<file path="src/rtl/nark_kernel_pkg.sv">
// Shared definitions for the NARK kernel datapath.
//   kmac_state_t  : sequencer FSM states
//   KERNEL_DEPTH  : number of kernel memory entries
//   KERNEL_ADDR_W : kernel memory address width
//   TAPS_W        : width of the tap-count request (0..KERNEL_DEPTH)
package nark_kernel_pkg;

  localparam int KERNEL_DEPTH  = 32;
  localparam int KERNEL_ADDR_W = 5;
  localparam int TAPS_W        = 6;

  typedef enum logic [1:0] {
    IDLE = 2'd0,
    RUN  = 2'd1,
    DONE = 2'd2
  } kmac_state_t;

endpackage

</file>
<file path="src/rtl/kernel_mac_unit.sv">
// Combinational multiply-accumulate step: acc_o = acc_i + sext(kdata * pix).
//   kdata_i : signed two's-complement kernel word
//   pix_i   : unsigned pixel
//   acc_i   : running sum
//   acc_o   : running sum plus this product, wrapping modulo 2^ACC_SIZE
module kernel_mac_unit #(
  parameter int DATA_SIZE  = 24,
  parameter int PIXEL_SIZE = 8,
  parameter int ACC_SIZE   = 40
) (
  input  logic [DATA_SIZE-1:0]  kdata_i,
  input  logic [PIXEL_SIZE-1:0] pix_i,
  input  logic [ACC_SIZE-1:0]   acc_i,
  output logic [ACC_SIZE-1:0]   acc_o
);

  localparam int PROD_W = DATA_SIZE + PIXEL_SIZE + 1;

  logic signed [PROD_W-1:0] prod;
  logic        [ACC_SIZE-1:0] prod_ext;

  // Zero-extending the pixel by one bit lets a plain signed multiply treat it
  // as unsigned; the result always fits PROD_W bits.
  assign prod     = $signed(kdata_i) * $signed({1'b0, pix_i});
  assign prod_ext = {{(ACC_SIZE-PROD_W){prod[PROD_W-1]}}, prod};
  assign acc_o    = acc_i + prod_ext;

endmodule

</file>
<file path="src/rtl/kernel_mac_sequencer.sv">
// Kernel MAC sequencer: on START walks kernel addresses 0..TAPS-1, pairs each
// kernel word with one pixel from a valid/ready stream and presents the
// accumulated signed sum on a valid/ready result port.
//   CLK, RST          : clock, synchronous active-high reset
//   START, TAPS       : begin a sum of TAPS taps (clamped to 32), IDLE only
//   KMEM_ADDRESS/DATA : combinational kernel memory read port
//   PIX_DATA/VALID/READY : pixel stream (unsigned pixels)
//   RESULT/VALID/READY   : signed convolution sum output
//   BUSY              : high whenever not IDLE
// ACC_SIZE must be at least DATA_SIZE+PIXEL_SIZE+6 so 32 taps cannot overflow.
module kernel_mac_sequencer
  import nark_kernel_pkg::*;
#(
  parameter int DATA_SIZE  = 24,
  parameter int PIXEL_SIZE = 8,
  parameter int ACC_SIZE   = 40
) (
  input  logic                     CLK,
  input  logic                     RST,
  input  logic                     START,
  input  logic [TAPS_W-1:0]        TAPS,
  output logic [KERNEL_ADDR_W-1:0] KMEM_ADDRESS,
  input  logic [DATA_SIZE-1:0]     KMEM_DATA,
  input  logic [PIXEL_SIZE-1:0]    PIX_DATA,
  input  logic                     PIX_VALID,
  output logic                     PIX_READY,
  output logic [ACC_SIZE-1:0]      RESULT,
  output logic                     RESULT_VALID,
  input  logic                     RESULT_READY,
  output logic                     BUSY
);

  localparam logic [TAPS_W-1:0] MAX_TAPS = TAPS_W'(KERNEL_DEPTH);

  kmac_state_t              state_q, state_d;
  logic [KERNEL_ADDR_W-1:0] idx_q, idx_d;
  logic [TAPS_W-1:0]        cnt_q, cnt_d;
  logic [ACC_SIZE-1:0]      acc_q, acc_d;
  logic [ACC_SIZE-1:0]      res_q, res_d;

  logic [ACC_SIZE-1:0]      mac_sum;
  logic                     last_tap;
  logic                     pix_fire;

  kernel_mac_unit #(
    .DATA_SIZE (DATA_SIZE),
    .PIXEL_SIZE(PIXEL_SIZE),
    .ACC_SIZE  (ACC_SIZE)
  ) u_mac (
    .kdata_i(KMEM_DATA),
    .pix_i  (PIX_DATA),
    .acc_i  (acc_q),
    .acc_o  (mac_sum)
  );

  assign PIX_READY    = (state_q == RUN);
  assign KMEM_ADDRESS = (state_q == RUN) ? idx_q : '0;
  assign RESULT       = res_q;
  assign RESULT_VALID = (state_q == DONE);
  assign BUSY         = (state_q != IDLE);

  assign pix_fire = PIX_VALID && PIX_READY;
  // cnt_q >= 1 in RUN, so cnt_q-1 never underflows here.
  assign last_tap = ({1'b0, idx_q} == (cnt_q - TAPS_W'(1)));

  always_comb begin
    state_d = state_q;
    idx_d   = idx_q;
    cnt_d   = cnt_q;
    acc_d   = acc_q;
    res_d   = res_q;
    case (state_q)
      IDLE: begin
        if (START) begin
          acc_d = '0;
          idx_d = '0;
          if (TAPS == '0) begin
            // Empty kernel: the sum is zero and is presented immediately.
            res_d   = '0;
            state_d = DONE;
          end else begin
            cnt_d   = (TAPS > MAX_TAPS) ? MAX_TAPS : TAPS;
            state_d = RUN;
          end
        end
      end
      RUN: begin
        if (pix_fire) begin
          acc_d = mac_sum;
          if (last_tap) begin
            res_d   = mac_sum;
            state_d = DONE;
          end else begin
            idx_d = idx_q + KERNEL_ADDR_W'(1);
          end
        end
      end
      DONE: begin
        if (RESULT_READY) state_d = IDLE;
      end
      default: state_d = IDLE;
    endcase
  end

  always_ff @(posedge CLK) begin
    if (RST) begin
      state_q <= IDLE;
      idx_q   <= '0;
      cnt_q   <= '0;
      acc_q   <= '0;
      res_q   <= '0;
    end else begin
      state_q <= state_d;
      idx_q   <= idx_d;
      cnt_q   <= cnt_d;
      acc_q   <= acc_d;
      res_q   <= res_d;
    end
  end

endmodule
</file>
<file path="config.mk">
export PLATFORM = sky130hd
export DESIGN_NAME = kernel_mac_sequencer
export DESIGN_NICKNAME = d
export VERILOG_FILES = /design/src/rtl/nark_kernel_pkg.sv /design/src/rtl/kernel_mac_unit.sv /design/src/rtl/kernel_mac_sequencer.sv
export SDC_FILE = /design/constraint.sdc
export NUM_CORES = 1
export LEC_CHECK = 0
export BUFFER_PORTS_ARGS = -buffer_cell sky130_fd_sc_hd__buf_2
export CAP_MARGIN = 40
export CELL_PAD_IN_SITES_DETAIL_PLACEMENT = 1
export CELL_PAD_IN_SITES_GLOBAL_PLACEMENT = 1
export CORE_UTILIZATION = 35
export DETAILED_ROUTE_END_ITERATION = 10
export PLACE_DENSITY = 0.69
export SYNTH_ARGS = -nofsm -noshare
export SYNTH_HDL_FRONTEND = slang
export SYNTH_SLANG_ARGS = --single-unit
</file>
<file path="constraint.sdc">
create_clock -name CLK -period 17.6 [get_ports CLK]
set_input_delay 0.88 -clock CLK [delete_from_list [all_inputs] [get_ports CLK]]
set_output_delay 0.88 -clock CLK [all_outputs]
set_load 0.05 [all_outputs]
</file>
==> results of run 1 <==
## through the flow
stage | instances | worst slack (ns) | hold slack (ns) | util, % | instance area, µm²
2_1_floorplan | 1541 | 9.97 | 0.432 | - | 12400
3_3_place_gp | 2035 | 8.80 | 0.442 | 38.2 | 13300
3_5_place_dp | 2036 | 8.72 | 0.448 | 38.3 | 13300
4_1_cts | 2052 | 9.07 | 0.458 | 39.2 | 13600
5_1_grt | 2052 | 8.54 | 0.466 | 39.2 | 13600
6_report | 2052 | 9.12 | 0.451 | 39.2 | 13600
## state kept, by name (all words and copies together) (netlist names)
name	cells
RESULT	40
cnt_q	6
idx_q	5
acc_q	40
state_q	2
## layout make-up
class,count,share of cell area (%)
clock buffer,9,1.66
clock inverter,7,0.635
sequential,93,13.7
tap,455,4.19
inverter,229,6.32
timing repair buffer,98,3.90
multi-input combinational,1161,69.6
## synthesized netlist by cell type (6+ instances only)
library cell / instances / area [µm²]
sky130_fd_sc_hd__inv_1: 229 / 860
sky130_fd_sc_hd__nand2_1: 216 / 811
sky130_fd_sc_hd__fa_1: 151 / 3020
sky130_fd_sc_hd__and2_1: 120 / 751
sky130_fd_sc_hd__a21oi_1: 119 / 596
sky130_fd_sc_hd__ha_1: 108 / 1350
sky130_fd_sc_hd__dfxtp_1: 93 / 1860
sky130_fd_sc_hd__nor2_1: 90 / 338
sky130_fd_sc_hd__clkbuf_1: 49 / 184
sky130_fd_sc_hd__xnor2_1: 37 / 324
sky130_fd_sc_hd__xor2_1: 33 / 289
sky130_fd_sc_hd__a21o_1: 32 / 240
sky130_fd_sc_hd__o21ai_0: 32 / 160
sky130_fd_sc_hd__nand3_1: 27 / 135
sky130_fd_sc_hd__nor3_1: 19 / 95.1
sky130_fd_sc_hd__a211oi_1: 18 / 135
sky130_fd_sc_hd__and3_1: 12 / 75.1
sky130_fd_sc_hd__a31oi_1: 11 / 68.8
sky130_fd_sc_hd__o21ai_1: 11 / 55.1
sky130_fd_sc_hd__nand2b_1: 10 / 62.6
sky130_fd_sc_hd__nand3b_1: 9 / 67.6
sky130_fd_sc_hd__nor2b_1: 8 / 50.1
sky130_fd_sc_hd__o21a_1: 7 / 52.6
sky130_fd_sc_hd__nand4_1: 6 / 37.5
sky130_fd_sc_hd__nor3b_1: 6 / 45.0
sky130_fd_sc_hd__o211ai_1: 6 / 45.0
sky130_fd_sc_hd__or3_1: 6 / 37.5
## worst max-delay path: cells and delay by family
family	cells	cell delay, ns
adder cells (fa/ha/maj)	6	2.90
AO/OA/AOI/OAI	8	1.97
AND/OR/NAND/NOR	8	1.66
XOR/XNOR	2	0.78
buffers and inverters	4	0.56
## cells by family (layout without fill, tap and decap cells)
logic type / count (synthesis) / in the layout / synth area share [%]
AND/OR/NAND/NOR: 544 / 544 / 21.1
adder cells (fa/ha/maj): 259 / 259 / 35.3
flip-flops: 93 / 93 / 15.0
buffers and inverters: 287 / 343 / 8.73
AO/OA/AOI/OAI: 286 / 286 / 14.7
multiplexers: 1 / 1 / 0.0807
XOR/XNOR: 71 / 71 / 5.07
## routing by layer
layer,up-vias,global-route usage (%)
met5,-,0
li1,5094,-
met4,0,5.54
met2,116,36.8
met1,5327,24.5
met3,51,1.86
## path summary, 6_finish.rpt
check	startpoint	end	slack [ns]	depth (start not counted)
max reg2reg	acc_q[0]	RESULT[28]	14.05	13
min reg2reg	RESULT[5]	RESULT[5]	0.45	2
min	RESULT[5]	RESULT[5]	0.45	2
max	PIX_DATA[0]	RESULT[39]	9.12	28
==> flow_summary.ini, run 1 <==
[detailed_routing]
vias = 10588
routed_length_on_met3_um = 556
ant_nets = 0
drt-wirelength-per-cell_um = 17.1
first_iter_violations = 375
drt-pass1-iter-count = 4
routed.top_layer = met4
drt-vias-per-instance = 5.16
totalWireLength_um = 35000
drc_errors = 0
met2RoutedLength_um = 18500
wirelength_met1_um = 15100

[die]
floorplan.initialDensity_pct = 35.7
rows = 68
design.core.area_um2 = 34700
die-area_um2 = 36200
die_y_um = 190
die-width_um = 190
io-pin-count = 91

[yosys]
count_of_flip_flops_with_a_built_in_enable_after_synthesis = 0
yosys_warnings = 0
dominant_synthesized_flop_cell = sky130_fd_sc_hd__dfxtp_1
syn_area_um2 = 12400
ys_seq_elements = 93
ys_seq_area_share_pct = 15.0
synthesis.instances = 1541
synth_area_per_cell_um2 = 8.05
count_of_cell_types_in_the_netlist = 66
syn_nets = 1843
synthArstFlopShare_pct = 0

[sta]
tightest_slew_ns = 0.801
rsz0062_at_grt = no
post-route-min-period_ns = 8.48
worst_clock_skew_ns = 0.0152
hold_viol = 0
slew_headroom_pct = 46.1
tcrit_tclk_final_pct = 48.2
maxClockFrequency_ghz = 0.118
setup_violations = 0
report.final.slew_viol_count = 0
setup_tns_ns = 0

[placement]
port-buffer-count = 90
gp_congestion = 0.880
detailed_place_hpwl_um = 28100

[clock_network]
cts_max_level = 3
clk-insertion-delay-late_ns = 0.36
cts_tree = done
clk_pin_slew_worst_paths_ns = 0.07
postCtsHoldBufs = 0
post_cts_buffers = 0
cts_buffer_depth = 2
cts_inserted_buffers = 9
numClockSinks = 93
postCtsResizedCells = 0
root_buffer = sky130_fd_sc_hd__clkbuf_16

[setup_path]
criticalPathCategory = input pin to flop
kind_of_launch_point_of_the_worst_setup_path = input pin
cp_max_fo = 24
end_kind = flop
arrival_time_worst_endpoint_ns = 8.77
cpPeakStageDelay_ns = 0.55
path_common_cell = sky130_fd_sc_hd__fa_1
crit_slowest_cell = sky130_fd_sc_hd__fa_1
worstPathRequired_ns = 17.88

[worst_hold_path]
hold_path_class = flop to flop

[cells_and_area]
fillerInstances = 4255
final_cell_mix = 229 x sky130_fd_sc_hd__inv_1, 216 x sky130_fd_sc_hd__nand2_1, 151 x sky130_fd_sc_hd__fa_1
drive_gt1_share_pct = 7.95
fin_nets = 1894
multiInputGateArea_um2 = 9470
flow.area_growth_from_synthesis_pct = 9.59
layout_commonest_cell = sky130_fd_sc_hd__inv_1
n_antenna_cell = 0
sequential_cell_area_um2 = 1860

[outcome]
status = completed

[global_routing]
grt_pass1_wl_um = 57600
grt_usage_pct = 19.9
grt.overflow.total = 0
grt_pass1_vias = 11331
number_of_antenna_violations_at_the_first_check_in_global_routing = 0
maximum_number_of_pins_on_one_net_before_global_route_repair = 57

[job]
cap_violations = 0
Power of run 1 is not shown: default switching activity piles up to over one toggle a cycle in this logic, so the estimate is an artifact.
==> run 2, diff against run 1 <==
==> constraint.sdc (replaced) <==
create_clock -name CLK -period 8.5 [get_ports CLK]
set_input_delay 0.425 -clock CLK [delete_from_list [all_inputs] [get_ports CLK]]
set_output_delay 0.425 -clock CLK [all_outputs]
set_load 0.05 [all_outputs]
==> run 2 against run 1 <==
Net effect: design area about the same; sequential share of layout area about the same; core utilization about the same; via count decreased by 0.50%; global-route usage about the same; critical endpoint unchanged.
==> flow_summary.ini, run 2 (synthesized netlist as in run 1, its figures left out) <==
[die]
die_y_um = 190
die-area_um2 = 36200
rows = 68
die-width_um = 190
design.core.area_um2 = 34700
floorplan.initialDensity_pct = 35.7
io-pin-count = 91

[cells_and_area]
n_antenna_cell = 0
drive_gt1_share_pct = 7.95
final_cell_mix = 229 x sky130_fd_sc_hd__inv_1, 216 x sky130_fd_sc_hd__nand2_1, 151 x sky130_fd_sc_hd__fa_1
layout_commonest_cell = sky130_fd_sc_hd__inv_1
flow.area_growth_from_synthesis_pct = 9.54
fin_nets = 1894
fillerInstances = 4260

[sta]
setup_violations = 0
hold_slack_ns = 0.421
post-route-min-period_ns = 7.98
slew_headroom_pct = 51.1
maxClockFrequency_ghz = 0.125
worst_clock_skew_ns = 0.0115
setup_tns_ns = 0
hold_viol = 0
tightest_slew_ns = 0.728
report.final.slew_viol_count = 0
postLayoutSetupSlackWorst_ns = 0.525
tcrit_tclk_final_pct = 93.8
rsz0062_at_grt = no

[clock_network]
cts_max_level = 3
cts_buffer_depth = 2
clk-insertion-delay-late_ns = 0.36
cts_tree = done
numClockSinks = 93
post_cts_buffers = 0
cts_inserted_buffers = 9
root_buffer = sky130_fd_sc_hd__clkbuf_16
clk_pin_slew_worst_paths_ns = 0.08
postCtsHoldBufs = 0
postCtsResizedCells = 0

[detailed_routing]
routed.top_layer = met4
vias = 10535
wirelength_met1_um = 15200
drt-wirelength-per-cell_um = 17.1
drt-vias-per-instance = 5.13
drc_errors = 0
drt-pass1-iter-count = 5
routed_length_on_met3_um = 543
met2RoutedLength_um = 18700
first_iter_violations = 361
totalWireLength_um = 35000
ant_nets = 0

[global_routing]
grt_usage_pct = 19.9
maximum_number_of_pins_on_one_net_before_global_route_repair = 57
grt_pass1_vias = 11374
grt.overflow.total = 0
grt_pass1_wl_um = 57900
number_of_antenna_violations_at_the_first_check_in_global_routing = 0

[worst_hold_path]
hold_path_class = input pin to flop

[placement]
gp_congestion = 0.880
port-buffer-count = 90
dpl_worst_slack_ns = 0.0972
detailed_place_hpwl_um = 27900

[job]
cap_violations = 0

[setup_path]
worstPathRequired_ns = 8.79
end_kind = flop
cp_max_fo = 24
arrival_time_worst_endpoint_ns = 8.26
criticalPathCategory = input pin to flop
kind_of_launch_point_of_the_worst_setup_path = input pin

[outcome]
status = completed
## run 2: per-layer routing
layer | track usage [%] | up-vias
li1 | - | 5085
met1 | 24.4 | 5322
met2 | 37.4 | 93
met3 | 1.67 | 35
met4 | 4.58 | 0
met5 | 0 | -
## run 2: stage by stage
stage	instances	utilization, %	cell area, µm²
after floorplan	1541	-	12400
after global placement	2035	38.2	13300
after detailed placement	2036	38.3	13300
after CTS	2052	39.2	13600
after global routing	2052	39.2	13600
final	2052	39.2	13600
## run 2: critical path: stages
cell	delay, ns
sky130_fd_sc_hd__buf_2	0.42
sky130_fd_sc_hd__nand2_1	0.16
sky130_fd_sc_hd__fa_1	0.55
sky130_fd_sc_hd__inv_1	0.05
sky130_fd_sc_hd__fa_1	0.48
sky130_fd_sc_hd__fa_1	0.55
sky130_fd_sc_hd__inv_1	0.06
sky130_fd_sc_hd__fa_1	0.53
sky130_fd_sc_hd__inv_1	0.04
sky130_fd_sc_hd__ha_1	0.37
sky130_fd_sc_hd__nand4_1	0.14
sky130_fd_sc_hd__or2_1	0.31
sky130_fd_sc_hd__or3_1	0.38
sky130_fd_sc_hd__a211oi_1	0.39
sky130_fd_sc_hd__nand2b_1	0.26
sky130_fd_sc_hd__a31oi_1	0.17
sky130_fd_sc_hd__xnor2_2	0.46
sky130_fd_sc_hd__ha_1	0.43
sky130_fd_sc_hd__a21o_1	0.20
sky130_fd_sc_hd__a21o_1	0.20
sky130_fd_sc_hd__o211a_1	0.21
sky130_fd_sc_hd__a211oi_1	0.33
sky130_fd_sc_hd__nor3_1	0.09
sky130_fd_sc_hd__and3_1	0.19
sky130_fd_sc_hd__a211oi_1	0.26
sky130_fd_sc_hd__xor2_1	0.32
sky130_fd_sc_hd__nand3_1	0.12
sky130_fd_sc_hd__a21oi_1	0.15
## run 2: final cells by class
| class | count | area (µm²) | area share, % |
|---|---|---|---|
| clock buffer | 9 | 225 | 1.66 |
| clock inverter | 7 | 80.1 | 0.589 |
| inverter | 229 | 860 | 6.32 |
| multi-input combinational | 1161 | 9470 | 69.6 |
| sequential | 93 | 1860 | 13.7 |
| tap | 455 | 569 | 4.19 |
| timing repair buffer | 98 | 531 | 3.90 |
## run 2: worst paths after layout
path                    start          to  slack, ns  cells after the start
setup / recovery  PIX_DATA[0]  RESULT[39]       0.52                     28
hold / removal            RST   acc_q[30]       0.42                      2
setup reg to reg     acc_q[0]  RESULT[28]       5.00                     13
hold reg to reg     RESULT[5]   RESULT[5]       0.45                      2
Power of run 2 is left out for the same reason.
==> run 3, diff against run 2 <==
--- a/config.mk
+++ b/config.mk
@@ -5,7 +5,7 @@
 export SDC_FILE = /design/constraint.sdc
 export NUM_CORES = 1
 export LEC_CHECK = 0
-export BUFFER_PORTS_ARGS = -buffer_cell sky130_fd_sc_hd__buf_2
+export BUFFER_PORTS_ARGS = -buffer_cell sky130_fd_sc_hd__buf_4
 export CAP_MARGIN = 40
 export CELL_PAD_IN_SITES_DETAIL_PLACEMENT = 1
 export CELL_PAD_IN_SITES_GLOBAL_PLACEMENT = 1
==> run 3 against run 2 <==
Net effect: sequential share of layout area decreased by 0.22 points; core utilization increased by 0.64 points; maximum frequency increased by 0.61%; worst hold slack got worse by 0.028 ns; die area unchanged; wire length decreased by 1.2%; largest cell class unchanged; non-clock buffer count decreased by 1.
==> flow_summary.ini, run 3 (synthesized netlist as in run 1, its figures left out) <==
[outcome]
status = completed

[global_routing]
grt_usage_pct = 19.6
number_of_antenna_violations_at_the_first_check_in_global_routing = 0
grt_pass1_vias = 11234
maximum_number_of_pins_on_one_net_before_global_route_repair = 64
grt.overflow.total = 0
grt_pass1_wl_um = 57000

[sta]
slew_headroom_pct = 47.7
tightest_slew_ns = 0.778
hold_viol = 0
report.final.slew_viol_count = 0
hold_slack_ns = 0.393
maxClockFrequency_ghz = 0.126
tcrit_tclk_final_pct = 93.3
worst_clock_skew_ns = 0.0116
rsz0062_at_grt = no
post-route-min-period_ns = 7.93
setup_tns_ns = 0
setup_violations = 0

[die]
die_y_um = 190
rows = 68
floorplan.initialDensity_pct = 35.7
die-area_um2 = 36200
io-pin-count = 91
design.core.area_um2 = 34700
die-width_um = 190

[clock_network]
post_cts_buffers = 0
clk_pin_slew_worst_paths_ns = 0.07
clk-insertion-delay-late_ns = 0.36
cts_tree = done
root_buffer = sky130_fd_sc_hd__clkbuf_16
numClockSinks = 93
cts_inserted_buffers = 9
postCtsResizedCells = 0
cts_max_level = 3
cts_buffer_depth = 2
postCtsHoldBufs = 0

[cells_and_area]
drive_gt1_share_pct = 7.83
fin_nets = 1893
sequential_cell_area_um2 = 1860
final_util_pct = 39.8
flow.area_growth_from_synthesis_pct = 11.3
final_cell_mix = 229 x sky130_fd_sc_hd__inv_1, 216 x sky130_fd_sc_hd__nand2_1, 151 x sky130_fd_sc_hd__fa_1
n_antenna_cell = 0
multiInputGateArea_um2 = 9470
fillerInstances = 4172
layout_commonest_cell = sky130_fd_sc_hd__inv_1

[setup_path]
worstPathRequired_ns = 8.79
end_kind = flop
kind_of_launch_point_of_the_worst_setup_path = input pin
arrival_time_worst_endpoint_ns = 8.22
cp_max_fo = 24
criticalPathCategory = input pin to flop

[job]
cap_violations = 0

[detailed_routing]
vias = 10526
drt-wirelength-per-cell_um = 16.9
totalWireLength_um = 34600
drc_errors = 0
first_iter_violations = 347
drt-vias-per-instance = 5.13
drt-pass1-iter-count = 4
ant_nets = 0

[placement]
detailed_place_hpwl_um = 27900
gp_congestion = 0.878
port-buffer-count = 90

[worst_hold_path]
hold_path_class = input pin to flop
## run 3: metal layers
metal | up-vias | wire, µm | global-route usage [%]
li1 | 5081 | - | -
met3 | 48 | 541 | 1.79
met5 | - | 0 | 0
met1 | 5303 | 14800 | 23.9
met2 | 94 | 18400 | 36.4
met4 | 0 | 821 | 5.63
## run 3: final timing paths
check / startpoint / end / slack (ns) / depth (start not counted)
max: PIX_DATA[0] / RESULT[39] / 0.57 / 28
min reg2reg: RESULT[12] / RESULT[12] / 0.45 / 2
max reg2reg: acc_q[0] / RESULT[28] / 4.83 / 13
min: TAPS[5] / cnt_q[5] / 0.39 / 3
## run 3: worst max-delay path, stage by stage
cell and delay, ns:
sky130_fd_sc_hd__buf_4 0.26, sky130_fd_sc_hd__nand2_1 0.14, sky130_fd_sc_hd__fa_1 0.55, sky130_fd_sc_hd__inv_1 0.05, sky130_fd_sc_hd__fa_1 0.48, sky130_fd_sc_hd__fa_1 0.54
sky130_fd_sc_hd__inv_1 0.05, sky130_fd_sc_hd__fa_1 0.53, sky130_fd_sc_hd__inv_1 0.04, sky130_fd_sc_hd__ha_1 0.37, sky130_fd_sc_hd__nand4_1 0.16, sky130_fd_sc_hd__or2_1 0.32
sky130_fd_sc_hd__or3_1 0.38, sky130_fd_sc_hd__a211oi_1 0.42, sky130_fd_sc_hd__nand2b_1 0.27, sky130_fd_sc_hd__a31oi_1 0.18, sky130_fd_sc_hd__xnor2_2 0.47, sky130_fd_sc_hd__ha_1 0.43
sky130_fd_sc_hd__a21o_1 0.20, sky130_fd_sc_hd__a21o_1 0.21, sky130_fd_sc_hd__o211a_1 0.21, sky130_fd_sc_hd__a211oi_1 0.36, sky130_fd_sc_hd__nor3_1 0.09, sky130_fd_sc_hd__and3_1 0.19
sky130_fd_sc_hd__a211oi_1 0.27, sky130_fd_sc_hd__xor2_1 0.30, sky130_fd_sc_hd__nand3_1 0.12, sky130_fd_sc_hd__a21oi_1 0.16
## run 3: cell type report
cell class	count	area share (%)
sequential	93	13.5
timing repair buffer	97	5.42
inverter	229	6.22
clock buffer	11	1.76
multi-input combinational	1161	68.5
tap	455	4.12
clock inverter	5	0.489
## run 3: per-stage QoR
| step | setup WS (ns) | instances | cell area (µm²) |
|---|---|---|---|
| after global routing | 0.144 | 2051 | 13800 |
| after detailed placement | 0.260 | 2035 | 13500 |
| final | 0.573 | 2051 | 13800 |
| after CTS | 0.609 | 2051 | 13800 |
| after global placement | 0.393 | 2034 | 13500 |
| after floorplan | 1.32 | 1541 | 12400 |
Power of run 3 is left out for the same reason.
